==> src/rtl/spi_regbus_pkg.sv <==
// Shared definitions for the SPI-to-register-bus bridge.
//   state_e   : bridge FSM states
//   CMD_BITS  : command byte length (R/nW + address)
//   DATA_BITS : data word length
//   ADDR_W    : register address width carried in the command byte
package spi_regbus_pkg;

   typedef enum logic [1:0] {
      IDLE = 2'd0,
      CMD  = 2'd1,
      DATA = 2'd2,
      DONE = 2'd3
   } state_e;

   localparam int unsigned CMD_BITS  = 8;
   localparam int unsigned DATA_BITS = 32;
   localparam int unsigned ADDR_W    = 7;

endpackage

==> src/rtl/spi_sync_edge.sv <==
// Two-flop synchronizer for an asynchronous input, plus a third flop for
// edge detection.
//   clk   : sampling clock
//   reset : synchronous active-high reset (chain clears to 0)
//   d     : asynchronous input
//   level : synchronized level
//   rise  : one-clk pulse on a synchronized 0->1 transition
//   fall  : one-clk pulse on a synchronized 1->0 transition
module spi_sync_edge (
   input  logic clk,
   input  logic reset,
   input  logic d,
   output logic level,
   output logic rise,
   output logic fall
);

   logic [2:0] sh_q;
   logic [2:0] sh_d;

   always_comb begin
      sh_d = {sh_q[1:0], d};
   end

   always_ff @(posedge clk) begin
      if (reset) begin
         sh_q <= 3'b000;
      end else begin
         sh_q <= sh_d;
      end
   end

   assign level = sh_q[1];
   assign rise  = sh_q[1] & ~sh_q[2];
   assign fall  = ~sh_q[1] & sh_q[2];

endmodule

==> src/rtl/spi_regbus_slave.sv <==
// SPI mode-0 slave that bridges host frames onto the internal register bus.
// Frame: command byte (bit7 = R/nW, bits 6:0 = address) then a 32-bit word,
// both MSB first. All SPI inputs are oversampled in the clk domain.
//   clk, reset      : system clock, synchronous active-high reset
//   spiclk/spimosi  : SPI SCLK and MOSI (asynchronous)
//   spicsl          : SPI chip select, active low (asynchronous)
//   spimiso         : SPI data out, 0 outside the read data phase
//   we / re         : one-clk write / read strobes
//   addr, wdat      : register address and write data, held between frames
//   rdat            : combinational readback for the current addr
// Build option: define SPI_REGBUS_BURST_EN to keep transferring words while
// CS stays low, with addr incrementing (wrapping) after each word.
module spi_regbus_slave #(
   parameter int unsigned ADDR_W = 7,
   parameter int unsigned DATA_W = 32
) (
   input  logic              clk,
   input  logic              reset,
   input  logic              spiclk,
   input  logic              spimosi,
   input  logic              spicsl,
   output logic              spimiso,
   output logic              we,
   output logic              re,
   output logic [ADDR_W-1:0] addr,
   output logic [DATA_W-1:0] wdat,
   input  logic [DATA_W-1:0] rdat
);

   import spi_regbus_pkg::*;

   localparam logic [5:0] CmdLast  = 6'(CMD_BITS - 1);
   localparam logic [5:0] DataLast = 6'(DATA_BITS - 1);

   logic sclk_level, sclk_rise, sclk_fall;
   logic mosi_level, mosi_rise, mosi_fall;
   logic csl_level, csl_rise, csl_fall;

   spi_sync_edge u_sync_sclk (
      .clk   (clk),
      .reset (reset),
      .d     (spiclk),
      .level (sclk_level),
      .rise  (sclk_rise),
      .fall  (sclk_fall)
   );

   spi_sync_edge u_sync_mosi (
      .clk   (clk),
      .reset (reset),
      .d     (spimosi),
      .level (mosi_level),
      .rise  (mosi_rise),
      .fall  (mosi_fall)
   );

   spi_sync_edge u_sync_csl (
      .clk   (clk),
      .reset (reset),
      .d     (spicsl),
      .level (csl_level),
      .rise  (csl_rise),
      .fall  (csl_fall)
   );

   logic unused_sync;
   assign unused_sync = sclk_level ^ mosi_rise ^ mosi_fall;

   // SCLK edges only count while CS is low.
   logic rise_g, fall_g;
   assign rise_g = sclk_rise & ~csl_level;
   assign fall_g = sclk_fall & ~csl_level;

   state_e            state_q, state_d;
   logic [5:0]        cnt_q, cnt_d;
   logic [DATA_W-1:0] rx_q, rx_d;
   logic [DATA_W-1:0] tx_q, tx_d;
   logic              rd_q, rd_d;
   // Address of the word currently being written; addr only follows it when
   // a write word completes, so aborted writes leave addr untouched.
   logic [ADDR_W-1:0] wa_q, wa_d;
   logic [ADDR_W-1:0] addr_q, addr_d;
   logic [DATA_W-1:0] wdat_q, wdat_d;
   logic              we_q, we_d;
   logic              re_q, re_d;

   logic [ADDR_W-1:0] cmd_addr;
   assign cmd_addr = ADDR_W'({rx_q[5:0], mosi_level});

   always_comb begin
      state_d = state_q;
      cnt_d   = cnt_q;
      rx_d    = rx_q;
      tx_d    = tx_q;
      rd_d    = rd_q;
      wa_d    = wa_q;
      addr_d  = addr_q;
      wdat_d  = wdat_q;
      we_d    = 1'b0;
      re_d    = 1'b0;

      unique case (state_q)
         IDLE: begin
            if (csl_fall) begin
               state_d = CMD;
               cnt_d   = 6'd0;
               tx_d    = '0;
            end
         end
         CMD: begin
            if (rise_g) begin
               rx_d  = {rx_q[DATA_W-2:0], mosi_level};
               cnt_d = cnt_q + 6'd1;
               if (cnt_q == CmdLast) begin
                  state_d = DATA;
                  cnt_d   = 6'd0;
                  rd_d    = rx_q[6];
                  wa_d    = cmd_addr;
                  if (rx_q[6]) begin
                     addr_d = cmd_addr;
                     re_d   = 1'b1;
                  end
               end
            end
         end
         DATA: begin
            if (rd_q) begin
               // cnt counts host sample rises; the fall that closes the
               // command byte (cnt==0) must not disturb the freshly loaded bit.
               if (fall_g && (cnt_q != 6'd0)) begin
                  tx_d = {tx_q[DATA_W-2:0], 1'b0};
               end
               if (rise_g) begin
                  cnt_d = cnt_q + 6'd1;
                  if (cnt_q == DataLast) begin
`ifdef SPI_REGBUS_BURST_EN
                     cnt_d  = 6'd0;
                     addr_d = addr_q + ADDR_W'(1);
                     re_d   = 1'b1;
`else
                     state_d = DONE;
`endif
                  end
               end
            end else if (rise_g) begin
               rx_d  = {rx_q[DATA_W-2:0], mosi_level};
               cnt_d = cnt_q + 6'd1;
               if (cnt_q == DataLast) begin
                  wdat_d = {rx_q[DATA_W-2:0], mosi_level};
                  addr_d = wa_q;
                  we_d   = 1'b1;
`ifdef SPI_REGBUS_BURST_EN
                  cnt_d = 6'd0;
                  wa_d  = wa_q + ADDR_W'(1);
`else
                  state_d = DONE;
`endif
               end
            end
         end
         DONE: begin
         end
         default: state_d = IDLE;
      endcase

      // Readback is sampled the cycle after the read strobe.
      if (re_q) begin
         tx_d = rdat;
      end

      if (csl_rise) begin
         state_d = IDLE;
      end
   end

   always_ff @(posedge clk) begin
      if (reset) begin
         state_q <= IDLE;
         cnt_q   <= 6'd0;
         rx_q    <= '0;
         tx_q    <= '0;
         rd_q    <= 1'b0;
         wa_q    <= '0;
         addr_q  <= '0;
         wdat_q  <= '0;
         we_q    <= 1'b0;
         re_q    <= 1'b0;
      end else begin
         state_q <= state_d;
         cnt_q   <= cnt_d;
         rx_q    <= rx_d;
         tx_q    <= tx_d;
         rd_q    <= rd_d;
         wa_q    <= wa_d;
         addr_q  <= addr_d;
         wdat_q  <= wdat_d;
         we_q    <= we_d;
         re_q    <= re_d;
      end
   end

   assign spimiso = ((state_q == DATA) && rd_q) ? tx_q[DATA_W-1] : 1'b0;
   assign we      = we_q;
   assign re      = re_q;
   assign addr    = addr_q;
   assign wdat    = wdat_q;

endmodule

==> config.mk <==
export PLATFORM = sky130hd
export DESIGN_NAME = spi_regbus_slave
export DESIGN_NICKNAME = d
export VERILOG_FILES = /design/src/rtl/spi_regbus_pkg.sv /design/src/rtl/spi_sync_edge.sv /design/src/rtl/spi_regbus_slave.sv
export SDC_FILE = /design/constraint.sdc
export NUM_CORES = 1
export LEC_CHECK = 0
export BUFFER_PORTS_ARGS = -buffer_cell sky130_fd_sc_hd__buf_2
export CAP_MARGIN = 10
export CORE_MARGIN = 2
export CORE_UTILIZATION = 60
export CTS_BUF_LIST = sky130_fd_sc_hd__clkbuf_4
export DETAILED_ROUTE_END_ITERATION = 6
export PLACE_DENSITY = 0.85
export SKIP_LAST_GASP = 1
export SYNTH_ARGS = -nofsm -noshare
export SYNTH_HDL_FRONTEND = slang
export SYNTH_SLANG_ARGS = --single-unit
==> constraint.sdc <==
create_clock -name clk -period 2.25 [get_ports clk]
set_input_delay 0.225 -clock clk [delete_from_list [all_inputs] [get_ports clk]]
set_output_delay 0.225 -clock clk [all_outputs]
set_load 0.05 [all_outputs]
==> impl_metrics.csv, run 1 <==
group,metric,value,unit
clocking,cts_made_buffers,17,
min_path,hold_class,"in2reg",
floorplan,design.core.area,10200,um2
clocking,cts_tree,"yes",
power_and_ir_drop,intPower,3.07,mW
yosys,yosysSeqAreaShare,40.9,%
final_layout,layout-drive-gt1-share,16.7,%
place,place_hpwl,8.90,mm
clocking,max-clock-path-buffers,2,
route,first_iter_violations,541,
yosys,ys_types,48,
final_layout,seq_area,2570,um2
floorplan,rows,37,
global_routing,antenna_found_initial,0,
critical_path,crit_family,"buffers and inverters",
timing,finalSetupViolCount,0,
timing,rsz0062_at_grt,"no",
clocking,postCtsSetupBuffers,0,
floorplan,die_area,11300,um2
floorplan,pin_count,79,
floorplan,dieWidth,106,um
clocking,root_buffer,"clkbuf_4",
critical_path,reg2reg_to,"wa_q[1]$_SDFFE_PP0P_",
min_path,holdPathEnd,"tx_q[0]$_SDFFE_PP0P_",
yosys,synth_area_per_cell,8.29,um2
final_layout,utilization,71.6,%
power_and_ir_drop,p_clk_share,36.2,%
critical_path,r2r_slack,0.25,ns
critical_path,crit_chain,"inv_1, ha_2, buf_12, and3_1, buf_4",
power_and_ir_drop,power_density,609,nW/um2
yosys,yosysWarnings,0,
global_routing,grt.total_usage,27.2,%
route,routed_via_density,6.21,
timing,slew_viol_final,0,
final_layout,nNetsFinal,867,
clocking,htreeDepth,4,
yosys,synthCells,756,
min_path,min_from,"reset",
route,drc,0,
critical_path,criticalPathCategory,"reg2out",
final_layout,fin_area,7330,um2
final_layout,multi_input_area,3350,um2
timing,hold_slack,0.0532,ns
power_and_ir_drop,finalPower,4.47,mW
route,vias,6035,
clocking,clk_pin_slew,0.13,ns
job,drv_cap,0,
route,routed_wl,15.1,mm
timing,hold_violations,0,
timing,post-route-period-util,94.6,%
yosys,synthTopCellsByCount,"132 x nand2_1, 128 x dfxtp_1, 99 x a21oi_1, 70 x nand3_1, 62 x clkbuf_1",
power_and_ir_drop,power_leakage,2.80,nW
critical_path,critPathMaxStageDelay,0.37,ns
timing,relSlewSlack,54.8,%
yosys,yosysMostFrequentCell,"nand2_1",
global_routing,overflow,0,
critical_path,cp_num_buf_inv,3,
power_and_ir_drop,vdd.ir_drop.worst,0.000381,V
yosys,syn_area,6270,um2
route,drt_pass1_iterations,5,
critical_path,critPathLaunchType,"flip-flop",
yosys,yosys_register_bits,128,
place,place_congestion,0.820,
route,drt-wirelength-per-cell,15.6,um
timing,worst_pin_slew,0.677,ns
timing,tns,0,ns
critical_path,setup.worst_path.end_class,"primary output",
global_routing,grt_pass1_vias,5543,
power_and_ir_drop,power_switching,1.40,mW
final_layout,final_cells,972,
final_layout,area_growth,16.9,%
timing,period_minus_slack,2.13,ns
floorplan,initial_core_util,61.3,%
run_status,status,"completed",
place,io_buffers,78,
min_path,holdPathStages,2,
global_routing,grt_max_degree,142,
route,final_antenna_net_count,0,
critical_path,crit_fanout,34,
clocking,clk-insertion-delay-late,0.55,ns
final_layout,fill_cells,772,
power_and_ir_drop,seqPwrFrac,51.3,%
critical_path,ff2ff_path_depth,5,
global_routing,grt_pass1_wl,25.1,mm
timing,max_clock_freq,470,MHz
place,place_area,6670,um2
power_and_ir_drop,swShare,31.3,%
floorplan,fp.dieH,106,um
place,dp.cells,905,
critical_path,required,2.03,ns
clocking,clock_sinks,128,
critical_path,crit_start,"state_q[0]$_SDFFE_PP0P_",
final_layout,antenna_cells,0,
yosys,synth_top_cell_by_area,"dfxtp_1",
critical_path,arrival,1.90,ns
yosys,synth_nets,800,
timing,setup_ws,0.121,ns
yosys,synth_edf_count,0,
power_and_ir_drop,pwr-share-comb,12.6,%
yosys,synth_top_area_share,40.9,%
yosys,ys.flop_type,"dfxtp_1",
yosys,synthTopCellsByArea,"dfxtp_1 41%, a21oi_1 7.9%, nand2_1 7.9%",
critical_path,slowest_stage,"dfxtp_1",
timing,skew,0.0175,ns
yosys,synthArstFlopShare,0,%
critical_path,reg2reg_from,"cnt_q[1]$_SDFFE_PP0P_",
place,dp_slack,0.240,ns
[cell type report]
cell class                 count  share of cell area [%]
sequential                   128                    35.0
tap                          136                    2.32
clock buffer                  17                    1.74
clock inverter                15                    2.22
inverter                       9                   0.461
timing repair buffer         126                    12.5
multi-input combinational    541                    45.7
[worst max path at each step]
| stage | slack, ns | depth (start not counted) | to |
|---|---|---|---|
| 6_report | 0.12 | 5 | spimiso |
| 2_1_floorplan | 0.30 | 6 | tx_q[12]$_SDFFE_PP0P_ |
| 3_3_place_gp | 0.33 | 7 | tx_q[9]$_SDFFE_PP0P_ |
| 4_1_cts | 0.03 | 5 | spimiso |
| 3_5_place_dp | 0.24 | 7 | tx_q[22]$_SDFFE_PP0P_ |
| 5_1_grt | 0.05 | 5 | spimiso |
[kinds of logic after synthesis]
group                    after synthesis  synth area share, %
multiplexers                          15                 2.53
buffers and inverters                 87                 5.79
AO/OA/AOI/OAI                        193                 22.1
adder cells (fa/ha/maj)                7                 1.40
flip-flops                           128                 40.9
AND/OR/NAND/NOR                      326                 27.3
[power groups by stage]
stage	sequential [mW]	combinational, mW	clock, mW
floorplan	2.35	0.336	0
global placement	2.34	0.480	0
detailed placement	2.34	0.497	0
CTS	2.29	0.546	1.64
global route	2.29	0.604	1.74
finish	2.29	0.561	1.62
[placed cells by master (no fill, tap or decap), drive strengths merged, types with 2 or more instances in the layout]
master and n:
nand2b 5, a21boi 4, nor3 10, dlygate4sd3 35
ha 7, nand2 132, and3b 31, nor3b 32
o31ai 6, nor4 7, clkinv 2, o32ai 2
buf 91, and3 7, nand3b 2, a2111o 31
o31a 3, mux2 7, nand4 2, nand3 70
a31oi 8, mux2i 8, a21o 2, dfxtp 128
clkbuf 17, inv 19, clkinvlp 2, nor2b 10
a32oi 31, nor2 11, a21oi 99
[flip-flops by register name, indices dropped and copies added (netlist names), 2 cells and up]
name,flops
wa_q,7
state_q,2
u_sync_sclk.sh_q,3
wdat,32
u_sync_mosi.sh_q,2
addr,7
cnt_q,6
tx_q,32
rx_q,31
u_sync_csl.sh_q,3
[worst register-to-register path, cell delays in order, from the launching register on]
cell	delay, ns
dfxtp_1	0.40
ha_1	0.27
nand2_1	0.25
or4_4	0.70
mux2i_1	0.20
nor2_1	0.05
[routing by layer]
layer	wire length, um	up-vias	global-route usage, %
met5	0	-	0
met4	356	0	9.87
met3	878	36	6.87
met2	7510	233	45.3
met1	6390	2859	34.2
li1	-	2907	-
[timing repair]
action | in CTS | in global routing
setup endpoints to repair | 1 | 1
gates resized for setup | 2 | 3
endpoints found under the hold margin | 35 | 0
cloned | 0 | 0
hold buffers | 35 | 0
Power figures use the tool's default switching activity.
==> run 2, diff against run 1 <==
--- a/config.mk
+++ b/config.mk
@@ -5,10 +5,11 @@
 export SDC_FILE = /design/constraint.sdc
 export NUM_CORES = 1
 export LEC_CHECK = 0
+export ABC_AREA = 1
 export BUFFER_PORTS_ARGS = -buffer_cell sky130_fd_sc_hd__buf_2
 export CAP_MARGIN = 10
 export CORE_MARGIN = 2
-export CORE_UTILIZATION = 60
+export CORE_UTILIZATION = 59
 export CTS_BUF_LIST = sky130_fd_sc_hd__clkbuf_4
 export DETAILED_ROUTE_END_ITERATION = 6
 export PLACE_DENSITY = 0.85
==> impl_metrics.csv, run 2 <==
group,metric,value,unit
run_status,status,"completed",
clocking,max-clock-path-buffers,2,
final_layout,nNetsFinal,903,
floorplan,die_area,10400,um2
route,drc,0,
global_routing,grt_max_degree,83,
yosys,synth_area_per_cell,7.17,um2
yosys,yosysMostFrequentCell,"nor2_1",
final_layout,antenna_cells,0,
power_and_ir_drop,power_leakage,3.05,nW
global_routing,grtUsageMet1,31.1,%
min_path,min_from,"rdat[7]",
route,drt_pass1_iterations,6,
final_layout,final_cell_mix,"144 x nor2_1, 127 x dfxtp_1, 115 x nand2_1",
yosys,synthTopCellsByArea,"dfxtp_1 45%, nor2_1 9.5%, nand2_1 7.6%",
critical_path,critPathLaunchType,"flip-flop",
yosys,synthTopCellsByCount,"144 x nor2_1, 128 x dfxtp_1, 115 x nand2_1, 92 x inv_1, 74 x o21ai_0",
global_routing,grt_pass1_wl,20.9,mm
place,io_buffers,78,
timing,finalSetupViolCount,0,
min_path,holdPathStages,5,
final_layout,layout-drive-gt1-share,15.5,%
job,drv_cap,0,
timing,relSlewSlack,60.1,%
timing,rsz0062_at_grt,"no",
global_routing,grt_util_met2,42.1,%
route,routed_via_density,5.30,
floorplan,pin_count,79,
route,drt-wirelength-per-cell,12.5,um
yosys,synth_top_area_share,45.2,%
timing,period_minus_slack,2.10,ns
power_and_ir_drop,power_density,904,nW/um2
floorplan,initial_core_util,61.0,%
floorplan,rows,35,
global_routing,grt_busiest_layer,"met2",
final_layout,final_common_cell,"nor2_1",
yosys,synth_edf_count,0,
yosys,ys.flop_type,"dfxtp_1",
final_layout,area_growth,14.7,%
place,place_hpwl,8.16,mm
route,final_antenna_net_count,0,
timing,hold_violations,0,
timing,slew_viol_final,0,
global_routing,met3_usage,5.54,%
yosys,yosysWarnings,0,
timing,setup_ws,0.145,ns
critical_path,r2r_slack,0.18,ns
floorplan,dieWidth,102,um
global_routing,grt.total_usage,24.9,%
floorplan,fp.dieH,102,um
critical_path,criticalPathCategory,"reg2out",
min_path,hold_class,"in2reg",
place,place_congestion,0.832,
critical_path,reg2reg_to,"tx_q[5]$_SDFFE_PP0P_",
critical_path,reg2reg_from,"state_q[0]$_SDFFE_PP0P_",
timing,tns,0,ns
route,routed_wl,12.5,mm
timing,worst_pin_slew,0.598,ns
yosys,synth_top_cell_by_area,"dfxtp_1",
route,first_iter_violations,250,
min_path,holdPathEnd,"tx_q[7]$_SDFFE_PP0P_",
clocking,cts_tree,"yes",
critical_path,required,2.03,ns
yosys,synthCells,790,
route,vias,5301,
clocking,clk_pin_slew,0.13,ns
power_and_ir_drop,vdd.ir_drop.worst,0.000430,V
yosys,syn_area,5660,um2
place,dp_slack,0.0786,ns
critical_path,ff2ff_path_depth,8,
critical_path,crit_fanout,11,
final_layout,fill_cells,751,
clocking,root_buffer,"clkbuf_4",
timing,max_clock_freq,475,MHz
critical_path,arrival,1.88,ns
yosys,yosys_register_bits,128,
yosys,synth_nets,834,
critical_path,setup.worst_path.end_class,"primary output",
floorplan,design.core.area,9280,um2
clocking,htreeDepth,4,
clocking,clk-insertion-delay-late,0.54,ns
global_routing,antenna_found_initial,0,
yosys,yosysSeqAreaShare,45.2,%
clocking,cts_made_buffers,17,
clocking,clock_sinks,128,
global_routing,overflow,0,
timing,post-route-period-util,93.6,%
yosys,ys_types,27,
yosys,synthArstFlopShare,0,%
timing,skew,0.0190,ns
global_routing,grt_pass1_vias,4742,
==> run 2: per-layer routing <==
metal / wire, um / share of wire (%)
met1: 5460 / 44
met2: 6070 / 49
met3: 726 / 5.8
met4: 239 / 1.9
met5: 0 / 0
==> run 2: power by group <==
part / internal, mW / switching (mW)
Combinational: 0.485 / 1.03
Sequential: 2.51 / 0.120
Clock: 0.719 / 1.00
Total: 3.72 / 2.15
==> run 2: cell type report <==
| type | instances | area [um2] | area share (%) |
|---|---|---|---|
| flip-flops and latches | 128 | 2560 | 39.5 |
| multi-input cells | 517 | 2500 | 38.5 |
| repair buffers | 100 | 596 | 9.17 |
| inverters | 95 | 357 | 5.49 |
| clock inverters | 15 | 190 | 2.93 |
| well taps | 129 | 161 | 2.48 |
| clock buffers | 17 | 128 | 1.96 |
==> run 2: kinds of logic after synthesis <==
logic type / share of synthesized area [%]
AND/OR/NAND/NOR: 24.4
AO/OA/AOI/OAI: 16.7
buffers and inverters: 10.8
flip-flops: 45.2
multiplexers: 1.24
adder cells (fa/ha/maj): 1.55
==> run 2: worst max-delay path by stage <==
| stage | end | slack [ns] | depth (start not counted) | startpoint |
|---|---|---|---|---|
| floorplan | spimiso | 0.62 | 5 | state_q[0]$_SDFFE_PP0P_ |
| global placement | tx_q[1]$_SDFFE_PP0P_ | 0.22 | 9 | state_q[0]$_SDFFE_PP0P_ |
| global route | tx_q[5]$_SDFFE_PP0P_ | 0.04 | 9 | state_q[0]$_SDFFE_PP0P_ |
| detailed placement | tx_q[23]$_SDFFE_PP0P_ | 0.08 | 8 | state_q[0]$_SDFFE_PP0P_ |
| CTS | spimiso | 0.12 | 5 | state_q[0]$_SDFFE_PP0P_ |
| finish | spimiso | 0.15 | 5 | state_q[0]$_SDFFE_PP0P_ |
==> run 2: through the flow <==
stage	hold WS [ns]	utilization [%]	total power, mW	cells	cell area (um2)
floorplan	0.294	-	3.91	790	5660
global placement	0.390	65.2	4.10	958	6060
detailed placement	0.397	65.2	4.16	958	6060
CTS	0.00327	69.9	5.88	1001	6490
global route	0.0239	70.0	6.22	1001	6500
finish	0.0235	70.0	5.87	1001	6500
==> run 2: critical path: stages (launching register included) <==
cell	delay (ns)
dfxtp_1	0.38
inv_1	0.10
ha_2	0.31
nand2_1	0.14
nor2_1	0.14
buf_2	0.28
==> run 2: timing repair <==
item / CTS / global route
hold endpoints to repair: 11 / 0
hold buffers: 11 / 0
pin swaps: 0 / 0
setup endpoints to repair: 1 / 8
buffers inserted: 0 / 0
gates resized for setup: 1 / 1
